**src/rtl/debounce_pkg.sv**
```systemverilog
// Shared types and helpers for the front-panel debouncer.
package debounce_pkg;

  typedef enum logic [1:0] {
    RPT_IDLE,
    RPT_DELAY,
    RPT_REPEAT
  } rpt_state_t;

  function automatic int cnt_width(input int n);
    int w;
    w = $clog2(n);
    return (w < 1) ? 1 : w;
  endfunction

endpackage

```
**src/rtl/debounce_channel.sv**
```systemverilog
// One button channel: 2-FF synchroniser, stability filter, press/release strobes
// and an optional auto-repeat FSM for held buttons.
module debounce_channel
  import debounce_pkg::*;
#(
  parameter int STABLE_CYCLES = 500000,
  parameter int ACTIVE_LOW    = 0,
  parameter int REPEAT_EN     = 0,
  parameter int REPEAT_DELAY  = 25000000,
  parameter int REPEAT_PERIOD = 5000000
) (
  input  logic clk,
  input  logic rst_n,
  input  logic i_raw,
  output logic o_state,
  output logic o_down,
  output logic o_up,
  output logic o_repeat
);

  localparam int CW = cnt_width(STABLE_CYCLES);
  localparam int RW = cnt_width((REPEAT_DELAY > REPEAT_PERIOD) ? REPEAT_DELAY : REPEAT_PERIOD);
  localparam logic [CW-1:0] C_STABLE_LAST = CW'(STABLE_CYCLES - 1);
  localparam logic [CW-1:0] C_CNT_ONE     = CW'(1);
  localparam logic [RW-1:0] C_DELAY_LAST  = RW'(REPEAT_DELAY - 1);
  localparam logic [RW-1:0] C_PERIOD_LAST = RW'(REPEAT_PERIOD - 1);
  localparam logic [RW-1:0] C_RCNT_ONE    = RW'(1);
  // Raw level that means "not pressed"; the synchroniser resets to it.
  localparam logic C_RELEASED = (ACTIVE_LOW != 0);

  logic          r_sync1;
  logic          r_sync2;
  logic [CW-1:0] r_cnt;
  logic          r_state;
  logic          r_down;
  logic          r_up;
  rpt_state_t    r_rpt;
  logic [RW-1:0] r_rcnt;
  logic          r_repeat;

  logic          w_s;
  logic [CW-1:0] w_cnt_next;
  logic          w_state_next;
  logic          w_rise;
  logic          w_fall;
  rpt_state_t    w_rpt_next;
  logic [RW-1:0] w_rcnt_next;
  logic          w_repeat_next;

  assign w_s = r_sync2 ^ C_RELEASED;

  always_comb begin
    w_cnt_next   = r_cnt;
    w_state_next = r_state;
    w_rise       = 1'b0;
    w_fall       = 1'b0;
    if (w_s == r_state) begin
      w_cnt_next = '0;
    end else if (r_cnt == C_STABLE_LAST) begin
      w_state_next = w_s;
      w_cnt_next   = '0;
      w_rise       = w_s;
      w_fall       = ~w_s;
    end else begin
      w_cnt_next = r_cnt + C_CNT_ONE;
    end
  end

  // A release (including the edge at which it is decided) overrides any due repeat.
  always_comb begin
    w_rpt_next    = r_rpt;
    w_rcnt_next   = r_rcnt;
    w_repeat_next = 1'b0;
    if (w_rise) begin
      w_rpt_next  = RPT_DELAY;
      w_rcnt_next = '0;
    end else if (!r_state || w_fall) begin
      w_rpt_next  = RPT_IDLE;
      w_rcnt_next = '0;
    end else begin
      case (r_rpt)
        RPT_DELAY: begin
          if (r_rcnt == C_DELAY_LAST) begin
            w_repeat_next = 1'b1;
            w_rcnt_next   = '0;
            w_rpt_next    = RPT_REPEAT;
          end else begin
            w_rcnt_next = r_rcnt + C_RCNT_ONE;
          end
        end
        RPT_REPEAT: begin
          if (r_rcnt == C_PERIOD_LAST) begin
            w_repeat_next = 1'b1;
            w_rcnt_next   = '0;
          end else begin
            w_rcnt_next = r_rcnt + C_RCNT_ONE;
          end
        end
        default: begin
          w_rpt_next  = RPT_IDLE;
          w_rcnt_next = '0;
        end
      endcase
    end
  end

  always_ff @(posedge clk) begin
    if (!rst_n) begin
      r_sync1  <= C_RELEASED;
      r_sync2  <= C_RELEASED;
      r_cnt    <= '0;
      r_state  <= 1'b0;
      r_down   <= 1'b0;
      r_up     <= 1'b0;
      r_rpt    <= RPT_IDLE;
      r_rcnt   <= '0;
      r_repeat <= 1'b0;
    end else begin
      r_sync1  <= i_raw;
      r_sync2  <= r_sync1;
      r_cnt    <= w_cnt_next;
      r_state  <= w_state_next;
      r_down   <= w_rise;
      r_up     <= w_fall;
      r_rpt    <= w_rpt_next;
      r_rcnt   <= w_rcnt_next;
      r_repeat <= w_repeat_next;
    end
  end

  assign o_state  = r_state;
  assign o_down   = r_down;
  assign o_up     = r_up;
  assign o_repeat = (REPEAT_EN != 0) ? r_repeat : 1'b0;

endmodule

```
**src/rtl/debouncer_array.sv**
```systemverilog
// N-channel front-panel debouncer; each channel applies the shared polarity
// setting right after its synchroniser.
module debouncer_array
  import debounce_pkg::*;
#(
  parameter int NUM_CH        = 4,
  parameter int STABLE_CYCLES = 500000,
  parameter int ACTIVE_LOW    = 0,
  parameter int REPEAT_EN     = 0,
  parameter int REPEAT_DELAY  = 25000000,
  parameter int REPEAT_PERIOD = 5000000
) (
  input  logic              clk,
  input  logic              rst_n,
  input  logic [NUM_CH-1:0] PushButton,
  output logic [NUM_CH-1:0] PB_state,
  output logic [NUM_CH-1:0] PB_down,
  output logic [NUM_CH-1:0] PB_up,
  output logic [NUM_CH-1:0] PB_repeat
);

  genvar gi;
  for (gi = 0; gi < NUM_CH; gi++) begin : g_ch
    debounce_channel #(
      .STABLE_CYCLES (STABLE_CYCLES),
      .ACTIVE_LOW    (ACTIVE_LOW),
      .REPEAT_EN     (REPEAT_EN),
      .REPEAT_DELAY  (REPEAT_DELAY),
      .REPEAT_PERIOD (REPEAT_PERIOD)
    ) u_ch (
      .clk      (clk),
      .rst_n    (rst_n),
      .i_raw    (PushButton[gi]),
      .o_state  (PB_state[gi]),
      .o_down   (PB_down[gi]),
      .o_up     (PB_up[gi]),
      .o_repeat (PB_repeat[gi])
    );
  end

endmodule

```
**config.mk**
```make
export PLATFORM = sky130hd
export DESIGN_NAME = debouncer_array
export DESIGN_NICKNAME = d
export VERILOG_FILES = /design/src/rtl/debounce_pkg.sv /design/src/rtl/debounce_channel.sv /design/src/rtl/debouncer_array.sv
export SDC_FILE = /design/constraint.sdc
export NUM_CORES = 1
export LEC_CHECK = 0
export CORE_ASPECT_RATIO = 1.2
export CORE_UTILIZATION = 53
export CTS_CLUSTER_SIZE = 20
export DETAILED_ROUTE_END_ITERATION = 10
export PLACE_DENSITY = 0.75
export RECOVER_POWER = 50
export SYNTH_ARGS = -nofsm -noshare
export SYNTH_HDL_FRONTEND = slang
export SYNTH_SLANG_ARGS = --single-unit
```
**constraint.sdc**
```tcl
create_clock -name clk -period 1.9 [get_ports clk]
set_input_delay 0.38 -clock clk [delete_from_list [all_inputs] [get_ports clk]]
set_output_delay 0.38 -clock clk [all_outputs]
set_load 0.03 [all_outputs]
```
### Word-level counts from Yosys, hierarchy flattened

Cells that the tools add are included.

| cells by class | value |
|---|---|
| bitwise operators | 13 |
| add/subtract/negate cells | 4 |
| multiplexer cells | 0 |
| multipliers | 0 |
| shift operators | 0 |
| $lt $le $gt $ge | 0 |
| equality and inequality tests | 8 |
| divide/modulo/power cells | 0 |
| reduce and logical (&&, ||, !) cells | 12 |

Operators with widths:

| operator | count |
|---|---|
| $add A19 B1 Y19 const B | 4 |
| $eq A19 B19 Y1 const B | 4 |
| $reduce_or A3 Y1 | 8 |
| $not A1 Y1 | 13 |
| $reduce_and A2 Y1 | 4 |
| $eq A1 B1 Y1 | 4 |

| word-level totals | value |
|---|---|
| bits in read-only memories | 0 |
| bits in latches | 0 |
| output and inout bits | 16 |
| RAM bits | 0 |
| register bits | 96 |
| memories | 0 |

### Depth between registers and ports, before layout

| logic depth | value |
|---|---|
| word-level depth | 3 |
| depth in mapped cells | 7 |
| depth with buffers taken out | 5 |

### Cells and area by module

Synthesis repeated with hierarchy kept, for this count alone.

| second synthesis, totals | value |
|---|---|
| cell total of the unflattened synthesis | 456 |
| area, all modules | 4179.0 um2 |

Modules (own cells, without submodules):

| module | seq. area each (um2) | times used | cells each | area each (um2) |
|---|---|---|---|---|
| debounce_channel | 480.5 | 4 | 114 | 1044.8 |

### Worst setup path before layout

No wires, ideal clock.

| timing path | value |
|---|---|
| kind | register -> register |
| start point | reg g_ch[1].u_ch.r_cnt[0] |
| end point | reg g_ch[1].u_ch.r_cnt[10] |
| path buffers | 2 |
| slack | -130 ps |
| arrival | 1903 ps |
| period minus slack after synthesis | 2030 ps |
| setup time | 128 ps |
| stages on the path, launching flop included | 8 |
| data required time | 1772 ps |
| cells stage by stage | dfxtp_1 > ha_1 > and3_1 > clkbuf_1 > nand4_1 > o211ai_1 > clkbuf_1 > nor2_1 |

| between the ends | value |
|---|---|
| cells in the longest elaborated chain, start to end | 2 |

Ends and longest elaborated chain:

| element | line | source |
|---|---|---|
| from (decl) | debounce_channel.sv:33 | `logic [CW-1:0] r_cnt;` |
| from (signal assigned) | debounce_channel.sv:121 | `r_cnt <= w_cnt_next;` |
| parallel branches: the longest is 2 deep, another holds $add A19 B1 Y19 | - |  |

Parallel ways; which one is timed is not known.
A chain may end at the register's enable or synchronous reset.

### Worst setup path in the final report

| timing path | value |
|---|---|
| start point | reg g_ch[3].u_ch.r_cnt[5] |
| end point | reg g_ch[3].u_ch.r_cnt[18] |

| between the ends | value |
|---|---|
| cells in the longest elaborated chain, start to end | 2 |

Ends and longest elaborated chain:

| element | line |
|---|---|
| from (decl) | debounce_channel.sv:33 |
| from (signal assigned) | debounce_channel.sv:121 |
| parallel branches: the longest is 2 deep, another holds $add A19 B1 Y19 | - |

Parallel ways; which one is timed is not known.

==> metrics <==
CTS tree done; critical path arrival roughly 2.2 ns; final antenna-violating net count 0; Final Non-Filler Cells ~620; Clock Power Share about two fifths; Mapped Area approximately 0.0042 mm²; Layout Area Growth over Synthesis 18.6%; largest net degree at the start of global routing 20; Rows 35; Sink Count 96; Ys Warns 0; failing checks setup timing; H-tree depth 3; PortBufs 17; crit path max fanout 14; All-Layer GR Usage between 10% and 20%; clk root buf clkbuf_8; Logic pwr share ~2.0%; most common library cell in the layout ignoring fill and taps dfxtp_1; Die Ht 99.4 µm; CTS Buf Count 9; Post-synth EDFFs 0; 1st-iter DRT viols about 120; final hold vios 0; hold_sp g_ch[1].u_ch.r_sync1; Final period util 104%; max layer used met4; DR WL/cell ~13 µm; I/O Pins 22; worst hold stages 1; DR WL met2 between 3000 and 4000 µm; worst setup margin -0.0673 ns; setup TNS -1.10 ns; Hold Crit Class flop to flop; antenna cell count 0; switch share a little over a fifth; Synth Instances between 400 and 500; WL final between 7000 and 8000 µm; Pre-antenna DRT Iters 4; max cap viols 0; DRC violations left 0; placed cell count about 600; outcome finished, violations left; starting density of the core 54.7%; Setup-failing EPs final 21; Final nets around 530; flops & latches, synth 96; Main synth FF type dfxtp_1; met1 WL 3660 µm; layout cells sized above 1 between 15 and 20%; Clk Latency, worst-skew pair 0.37 ns; core region area between 0.007 and 0.008 mm²; Via Count between 3000 and 4000; initial antenna violation count 0; sequential share of power between 50% and 60%; first-pass GRT wire length 13400 µm; crit end category flop; CP startpoint g_ch[3].u_ch.r_cnt[5]; HPWL after DPL around 5600 µm; Max Root-Sink Buffers 2; Power Density 721 mW/mm²; Final Wtd Congestion 0.845; die area just over 0.008 mm²; most frequent cells in the layout dfxtp_1 (89), nor2_1 (62), buf_4 (44); Peak VDD IR roughly 0.00048 V; aggregate global routing overflow 0; Total Power ~3600 µW; DR vias/cell 5.42; Psw approximately 760 µW; internal power of the cells approximately 2800 µW; number of global-route vias before repair approximately 3100; Achievable Freq ~500 MHz; met3 wire length approximately 190 µm; crit path kind flop to flop; RSZ-0062 raised after global routing true; leakage power about 0.0017 µW; Clock transition at path regs 0.10 ns; FFs w/ async S/R, synth 0%; Die Span X between 80 and 90 µm; reg2reg path depth 5; r2r startpoint g_ch[3].u_ch.r_cnt[5]; Worst setup SP type flop; CP Data Required Time around 2.2 ns; Slew Limit Fails 0; min Tclk post-route 1.97 ns; sequential element share of the synthesized area around 46%; Clock Skews around 0.013 ns; Avg Inst Size Synth ~9 µm²; Netlist cell types 41
critical path, cell delays in order, from the launching register on:
cell and delay (ns):
dfxtp_1 0.32, or4b_1 0.52, or4_4 0.56, o221ai_4 0.24, buf_12 0.17, a21oi_1 0.04
synth_stat cells, drive strengths merged (2+ instances only):
library cell   n  area (µm²)
nand4         20         125
o31ai          6        45.0
ha             4        50.1
o21bai         2        30.0
and4           8        70.1
xor2          22         193
nand2         21        78.8
or3           17         106
and2           9        56.3
nand3         26         130
nor3           8        40.0
or4           12        93.8
a21oi         22         110
nor4          12        75.1
or4b           4        40.0
nor2          66         248
o21ai         16        80.1
xnor2         30         263
inv           18        67.6
nor4b          3        26.3
o21a           2        15.0
clkbuf         7        26.3
buf           21         164
and3           6        37.5
dfxtp         96        1920
cell families after synthesis:
family                     after synthesis  share of synthesized area, %
buffers and inverters                   46                          6.15
AOI/OAI and AO/OA                       50                          7.49
xor gates and xnor gates                52                          10.9
other                                    1                        0.0894
adders and majority gates                4                          1.19
DFF                                     96                          45.8
and+or+nand+nor                        220                          28.4
through the flow:
step                util (%)  hold slack (ns)  instance area [µm²]  worst slack (ns)
finish                  64.9            0.440                 4970           -0.0673
global route            64.9            0.459                 4970            -0.145
CTS                     64.7            0.443                 4960           -0.0745
detailed placement      61.6            0.422                 4720           -0.0566
global placement        61.6            0.419                 4720           -0.0272
floorplan                  -            0.412                 4230           -0.0760
timing repair:
item,in CTS,in global routing
gates resized for setup,2,10
hold buffers,0,0
setup buffers,0,1
setup endpoints to repair,38,40
pin swaps,1,6
gates cloned,0,0
metal layers:
metal / global-route usage [%] / vias to the layer above
met3: 3.82 / 11
li1: - / 1730
met1: 23.8 / 1572
met4: 8.09 / 0
met2: 34.4 / 39
met5: 0 / -
path summary, 6_finish.rpt:
check	slack, ns	endpoint
worst min-delay path	0.44	g_ch[1].u_ch.r_sync2
worst max register to register	-0.07	g_ch[3].u_ch.r_cnt[18]
worst max-delay path	-0.07	g_ch[3].u_ch.r_cnt[18]
worst min register to register	0.44	g_ch[1].u_ch.r_sync2
final cells by class:
class                      count  area [µm²]
clock buffer                  10         138
clock inverter                 6        90.1
fill                         636        2690
inverter                      18        67.6
multi-input combinational    330        2050
sequential                    96        1930
tap                           92         115
timing repair buffer          67         579
sequential cells by signal (all words and copies together) (netlist names):
name / cells
g_ch.u_ch.r_cnt: 76
g_ch.u_ch.r_sync2: 4
g_ch.u_ch.o_state: 4
g_ch.u_ch.r_sync1: 4
g_ch.u_ch.o_up: 4
g_ch.u_ch.o_down: 4
power groups by stage:
| stage | sequential [µW] | clock [µW] | combinational, µW |
|---|---|---|---|
| floorplan | 2070 | 0 | 49.3 |
| global placement | 2070 | 0 | 70.4 |
| detailed placement | 2070 | 0 | 71.5 |
| CTS | 2030 | 1530 | 72.0 |
| global route | 2030 | 1610 | 76.2 |
| finish | 2020 | 1490 | 70.0 |
Power figures use the tool's default switching activity.
